`config.mk`:
```
export PLATFORM = sky130hd
export DESIGN_NAME = button_debouncer
export DESIGN_NICKNAME = d
export VERILOG_FILES = /design/src/rtl/rvx_board_pkg.sv /design/src/rtl/debounce_channel.sv /design/src/rtl/button_debouncer.sv
export SDC_FILE = /design/constraint.sdc
export NUM_CORES = 1
export LEC_CHECK = 0
export CORE_MARGIN = 2
export CORE_UTILIZATION = 40
export DETAILED_ROUTE_END_ITERATION = 6
export GPL_TIMING_DRIVEN = 1
export RECOVER_POWER = 100
export SYNTH_ARGS = -nofsm -noshare
export SYNTH_HDL_FRONTEND = slang
export SYNTH_SLANG_ARGS = --single-unit
```
`constraint.sdc`:
```
create_clock -name clock -period 1.6 [get_ports clock]
set_input_delay 0.32 -clock clock [delete_from_list [all_inputs] [get_ports clock]]
set_output_delay 0.32 -clock clock [all_outputs]
set_load 0.005 [all_outputs]
```
`src/rtl/rvx_board_pkg.sv`:
```
// Shared board-level definitions: time constants, debounce sizing helper and
// the per-channel debounce FSM state type.
package rvx_board_pkg;

  localparam int US_PER_S = 1000000;

  typedef enum logic {
    DEBOUNCE_STABLE   = 1'b0,
    DEBOUNCE_COUNTING = 1'b1
  } debounce_state_t;

  // Clock cycles a level must hold before it is accepted; never less than one.
  function automatic int debounce_cycles(input int clock_frequency, input int debounce_time_us);
    int cycles;
    cycles = clock_frequency / US_PER_S * debounce_time_us;
    return (cycles < 1) ? 1 : cycles;
  endfunction

endpackage

```
`src/rtl/debounce_channel.sv`:
```
// One debounce channel: two-flop synchroniser, stability counter FSM and,
// when BUTTON_DEBOUNCER_EDGES_EN is defined, registered rise/fall pulses.
module debounce_channel
  import rvx_board_pkg::*;
#(
  parameter int   DEBOUNCE_CYCLES = 1,
  parameter int   COUNTER_WIDTH   = 1,
  parameter logic RESET_LEVEL     = 1'b0
) (
  input  logic            clock,
  input  logic            reset_n,
  input  logic            i_raw,
  output logic            o_debounced,
  output logic            o_rise_pulse,
  output logic            o_fall_pulse,
  output debounce_state_t o_state
);

  localparam logic [COUNTER_WIDTH-1:0] LAST_COUNT = COUNTER_WIDTH'(DEBOUNCE_CYCLES - 1);

  logic                     r_sync1;
  logic                     r_sync2;
  logic                     r_debounced;
  logic [COUNTER_WIDTH-1:0] r_count;
  debounce_state_t          r_state;
  logic                     w_mismatch;

  assign w_mismatch = r_sync2 ^ r_debounced;

  always_ff @(posedge clock or negedge reset_n) begin
    if (!reset_n) begin
      r_sync1     <= RESET_LEVEL;
      r_sync2     <= RESET_LEVEL;
      r_debounced <= RESET_LEVEL;
      r_count     <= '0;
      r_state     <= DEBOUNCE_STABLE;
    end else begin
      r_sync1 <= i_raw;
      r_sync2 <= r_sync1;
      unique case (r_state)
        DEBOUNCE_STABLE: begin
          if (w_mismatch) begin
            // A one-cycle qualification accepts the new level immediately.
            if (r_count == LAST_COUNT) begin
              r_debounced <= ~r_debounced;
            end else begin
              r_count <= r_count + 1'b1;
              r_state <= DEBOUNCE_COUNTING;
            end
          end
        end
        DEBOUNCE_COUNTING: begin
          if (!w_mismatch) begin
            r_count <= '0;
            r_state <= DEBOUNCE_STABLE;
          end else if (r_count == LAST_COUNT) begin
            r_debounced <= ~r_debounced;
            r_count     <= '0;
            r_state     <= DEBOUNCE_STABLE;
          end else begin
            r_count <= r_count + 1'b1;
          end
        end
        default: begin
          r_count <= '0;
          r_state <= DEBOUNCE_STABLE;
        end
      endcase
    end
  end

`ifdef BUTTON_DEBOUNCER_EDGES_EN
  logic r_debounced_d;
  logic r_rise_pulse;
  logic r_fall_pulse;

  // The delayed copy resets to the same level as the output, so reset release
  // can never look like an edge.
  always_ff @(posedge clock or negedge reset_n) begin
    if (!reset_n) begin
      r_debounced_d <= RESET_LEVEL;
      r_rise_pulse  <= 1'b0;
      r_fall_pulse  <= 1'b0;
    end else begin
      r_debounced_d <= r_debounced;
      r_rise_pulse  <= r_debounced & ~r_debounced_d;
      r_fall_pulse  <= ~r_debounced & r_debounced_d;
    end
  end

  assign o_rise_pulse = r_rise_pulse;
  assign o_fall_pulse = r_fall_pulse;
`else
  assign o_rise_pulse = 1'b0;
  assign o_fall_pulse = 1'b0;
`endif

  assign o_debounced = r_debounced;
  assign o_state     = r_state;

endmodule

```
`src/rtl/button_debouncer.sv`:
```
// Multi-channel push-button/switch conditioner: one debounce_channel per input.
// Edge pulses are present only when BUTTON_DEBOUNCER_EDGES_EN is defined.
module button_debouncer
  import rvx_board_pkg::*;
#(
  parameter int   NUM_INPUTS       = 1,
  parameter int   CLOCK_FREQUENCY  = 12000000,
  parameter int   DEBOUNCE_TIME_US = 10000,
  parameter logic RESET_LEVEL      = 1'b0
) (
  input  logic                  clock,
  input  logic                  reset_n,
  input  logic [NUM_INPUTS-1:0] raw_input,
  output logic [NUM_INPUTS-1:0] debounced,
  output logic [NUM_INPUTS-1:0] rise_pulse,
  output logic [NUM_INPUTS-1:0] fall_pulse,
  output logic [NUM_INPUTS-1:0] debug_state
);

  localparam int DEBOUNCE_CYCLES = debounce_cycles(CLOCK_FREQUENCY, DEBOUNCE_TIME_US);
  localparam int COUNTER_WIDTH   = $clog2(DEBOUNCE_CYCLES + 1);

  debounce_state_t w_state [NUM_INPUTS];

  for (genvar g = 0; g < NUM_INPUTS; g++) begin : g_channel
    debounce_channel #(
      .DEBOUNCE_CYCLES (DEBOUNCE_CYCLES),
      .COUNTER_WIDTH   (COUNTER_WIDTH),
      .RESET_LEVEL     (RESET_LEVEL)
    ) u_channel (
      .clock        (clock),
      .reset_n      (reset_n),
      .i_raw        (raw_input[g]),
      .o_debounced  (debounced[g]),
      .o_rise_pulse (rise_pulse[g]),
      .o_fall_pulse (fall_pulse[g]),
      .o_state      (w_state[g])
    );

    // One bit per channel: high while that channel is qualifying a new level.
    assign debug_state[g] = (w_state[g] == DEBOUNCE_COUNTING);
  end

endmodule
```
Word level (Yosys, flattened, before mapping)

Cells that the tools add are included.

Output and inout port bits: 4
Bits in registers: 21
Bits of input ports: 3
Word-level logic and storage cells: 23

Reductions and logical operators: 2
$add $sub $neg: 1
Eq/ne operators: 3
Bitwise operators: 3
Multiplexer cells: 9

Operators by type and width:

| operator                | count |
|---|---|
| $mux W17                | 4 |
| $pmux W17 S2            | 1 |
| $add A17 B1 Y17 const B | 1 |
| $eq A17 B17 Y1 const B  | 1 |
| $mux W1                 | 4 |
| $reduce_and A2 Y1       | 2 |
| $ne A2 B1 Y1 const B    | 1 |
| $ne A2 B2 Y1 const B    | 1 |
| $not A1 Y1              | 2 |
| $xor A1 B1 Y1           | 1 |

Depth between registers and ports, before layout

Word-level depth: 4
Mapped depth: 8
Gate-level depth less buffers: 7

Least setup slack after synthesis

No wires, ideal clock.

Kind: reg2reg
From: register g_channel[0].u_channel.r_count[0]
To: register g_channel[0].u_channel.r_count[9]
Setup time: 0.068 ns
Cell stages (with the launch flop): 8
Data arrival time: 1.601 ns
Buffers on the path: 1
Setup slack: -0.069 ns
Clock period less this slack: 1.669 ns
Required time: 1.532 ns
Cells stage by stage: dfrtp_1 > ha_1 > and4_1 > nand4_4 > nand2_4 > buf_6 > or3_1 > nand3_1

Cells in the longest elaborated chain, start to end: 4
Elaborated cells between the ends (all ways): 9
Those cells by class: add/sub (1); eq/ne (2); mux (5); reduce/logical (1)

Ends and longest elaborated chain:

| item                                              | line                                           | source |
|---|---|---|
| start, declared                                   | debounce_channel.sv:24                         | `logic [COUNTER_WIDTH-1:0] r_count;` |
| start signal, assigned                            | debounce_channel.sv:47                         | `r_count <= r_count + 1'b1;` |
| start signal, assigned                            | debounce_channel.sv:61                         | `r_count <= r_count + 1'b1;` |
| $add A17 B1 Y17 or $eq A17 B17 Y1 (tied branches) | -                                              |  |
| $mux W17 (on tied branches)                       | debounce_channel.sv:56, debounce_channel.sv:44 |  |
| $mux W17 (on tied branches)                       | debounce_channel.sv:53, debounce_channel.sv:42 |  |
| $pmux W17 S2                                      | debounce_channel.sv:40                         | `unique case (r_state)` |

Parallel ways exist; a longest one is shown, timed or not. The select of a mux whose other input is x is not followed.
A chain may end at the register's enable or synchronous reset.

Worst setup path in the final report

From: register g_channel[0].u_channel.r_count[1]
To: register g_channel[0].u_channel.r_count[16]

The elaborated chain is that of the path after synthesis.

==> flow_summary.yaml <==
placed_design:
  dp_hpwl_um: 2090
  place.gp.congestion: 0.850
  dpl_cell_area_um2: 1430
  portBuffers: 4
synth:
  synth_edf_count: 0
  synth.top_cell.area_share: 0.447
  synth.area.top_cells: "dfrtp_1 (45%), o21ai_0 (5.5%), nand2_1 (5.4%)"
  synthXorXnorAreaFrac: 0.0149
  synth_compound_gate_area_share: 0.161
  netlist_instances: 126
  async_flop_share: 1.00
  ys_seq_elements: 21
  yosysWarningCount: 0
  synth.area.mux_share: 0
  synth_simple_gate_area_share: 0.305
  synth_top_family_by_area: "simple AND/OR/NAND/NOR gates"
  synthAdderAreaFrac: 0.0106
  ys.flop_type: "dfrtp_1"
  yosys.area.top_type: "dfrtp_1"
  avgSynthCellArea_um2: 9.33
  netlist_top_cells_count: "dfrtp_1 (21), nand2_1 (17), o21ai_0 (13)"
  synth_cell_types: 33
  yosysSeqAreaShare: 0.447
  yosysMostFrequentCell: "dfrtp_1"
  synth_area_um2: 1180
sta:
  rsz0062_at_grt: "yes"
  maxSlewViolCount: 0
  worst_slack_ns: -0.0360
  fin_setup_tns_ns: -0.107
  slew_headroom: 0.653
  tightest_slew_ns: 0.521
  clock_skew_ns: 0.00637
  fin_crit_sh: 1.02
  timing_hold_violations_final: 0
  setup_violations: 5
  period_needed_ns: 1.64
  clock.fmax_mhz: 611
global_routing:
  grt_max_degree: 22
  grt_pass1_wl_um: 4870
  grt.overflow.total: 0
  antenna_found_initial: 0
  grtUsageTotal: 0.194
  grt_pass1_vias: 1073
route:
  drtPass1Iterations: 4
  ant_nets: 0
  wl_um: 2880
  viasPerCell: 5.67
  avgRoutedWirePerCell_um: 15.1
  drt-initial-drc-count: 37
  vias: 1078
  drcViolationCount: 0
finish:
  area_delta_synth_final_pct: 29.3
  layout-drive-gt1-share: 0.327
  postLayoutCellArea_um2: 1520
  final_nets: 164
  antenna-diode-count: 0
  n_fill_cell: 257
floorplanning:
  core-area_um2: 2780
  fp.dieW_um: 58.2
  die_y_um: 58.2
  die_area_um2: 3390
  io_pins: 7
  initial_core_util: 0.423
  num_rows: 19
critical_path:
  crit_path_end_kind: "flip-flop"
  worst_ep_arrival_time_ns: 1.88
  critical_path_required_ns: 1.85
  worstSetupPathType: "flip-flop to flip-flop"
  crit_path_top_delay_cell: "dfrtp_1"
  crit_fanout: 6
  worstPathCellList: "ha_2 -> and4_4 -> nand4_4 -> nand2_4 -> buf_4 -> or3_1 -> o21ai_1"
  cpPeakStageDelay_ns: 0.40
  start_kind: "flip-flop"
clocking:
  cts_made_buffers: 3
  postCtsHoldBufs: 0
  clk_pin_slew_ns: 0.11
  clock_sinks: 21
  root_buffer: "clkbuf_4"
  clk_path_buf_depth: 2
  worst_skew_pair.late_latency_ns: 0.32
  cts_tree: "done"
  htree_levels: 1
run:
  maxCapViolations: 0
status:
  outcome: "finished with violations"
  failed_checks: "negative setup slack"
power:
  p_leak_nw: 0.690
  irDropWorstVdd_uv: 609
  power_density_nw_per_um2: 644
hold_path:
  min_path_type: "flip-flop to flip-flop"
==> worst max-delay path, delay by kind of cell (launching register included) <==
kind	cells	cell delay, ns
and+or+nand+nor	4	0.73
DFF	1	0.40
adders and majority gates	1	0.20
buffers and inverters	1	0.16
AOI/OAI and AO/OA	1	0.08
==> repair_timing <==
action,4_1_cts,5_1_grt
buffers inserted,1,2
cloned,0,0
resized for setup,2,24
endpoints found under the setup margin,15,18
hold endpoints to repair,0,0
pin swaps,5,6
==> cell families after synthesis <==
kind of cell / count (synthesis)
simple gates: 60
flops: 21
other cells: 1
fa+ha+maj: 1
buf+inv: 11
compound gates: 30
xor+xnor: 2
==> routing by layer <==
| metal | track usage | share of wire |
|---|---|---|
| met1 | 0.244 | 0.46 |
| met2 | 0.320 | 0.49 |
| met3 | 0.0513 | 0.033 |
| met4 | 0.0698 | 0.015 |
| met5 | 0 | 0 |
==> stage by stage <==
step / instances / worst slack, ns / hold WS [ns] / util / power [mW]
global route: 190 / -0.138 / 0.381 / 0.547 / 1.03
detailed placement: 183 / -0.0465 / 0.347 / 0.514 / 0.704
CTS: 188 / -0.0223 / 0.332 / 0.526 / 0.981
floorplan: 127 / 0.00874 / 0.0244 / - / 0.638
finish: 190 / -0.0360 / 0.366 / 0.547 / 0.978
global placement: 183 / -0.000384 / 0.338 / 0.514 / 0.702
==> placed cells by master, fill, tap and decap left out, drive strengths merged, types with 2 or more instances in the layout <==
cell type	Yosys	layout
buf	6	29
a21oi	4	4
nand3	10	10
nand4	5	5
nand2	18	18
inv	5	5
nor4	2	2
and4	2	2
dlygate4sd3	0	2
nor3	10	10
or3	5	5
dfrtp	21	21
a21o	8	8
clkbuf	0	5
and4bb	2	2
o21ai	16	16
conb	1	2
xnor2	2	2
nor2	3	3
==> state kept, by name, summed over array words and instances, names as in the netlist <==
register and count:
g_channel.u_channel.r_count 17, g_channel.u_channel.o_debounced 1, g_channel.u_channel.r_sync2 1, g_channel.u_channel.o_state 1
g_channel.u_channel.r_sync1 1
==> layout make-up <==
cell class              instances  area (µm²)  share of cell area
flip-flops and latches         21         529               0.348
well taps                      31        38.8              0.0255
repair buffers                 34         287               0.188
multi-input cells              95         616               0.405
inverters                       5        23.8              0.0156
clock buffers                   4        26.3              0.0173
==> power breakdown <==
group | internal, mW | switching [mW]
sequential | 0.548 | 0.0153
clock | 0.0976 | 0.169
combinational | 0.0755 | 0.0726
==> worst paths after layout <==
kind,startpoint,end,slack (ns),cells past startpoint
max,g_channel[0].u_channel.r_count[1]$_DFFE_PN0P_,g_channel[0].u_channel.r_count[16]$_DFFE_PN0P_,-0.04,7
min,g_channel[0].u_channel.r_sync1$_DFF_PN0_,g_channel[0].u_channel.r_sync2$_DFF_PN0_,0.37,0
max reg2reg,g_channel[0].u_channel.r_count[1]$_DFFE_PN0P_,g_channel[0].u_channel.r_count[16]$_DFFE_PN0P_,-0.04,7
min reg2reg,g_channel[0].u_channel.r_sync1$_DFF_PN0_,g_channel[0].u_channel.r_sync2$_DFF_PN0_,0.37,0
max in group asynchronous,reset_n,g_channel[0].u_channel.r_count[4]$_DFFE_PN0P_,0.74,2
min in group asynchronous,reset_n,g_channel[0].u_channel.r_count[11]$_DFFE_PN0P_,0.48,2
Power figures use the tool's default switching activity.
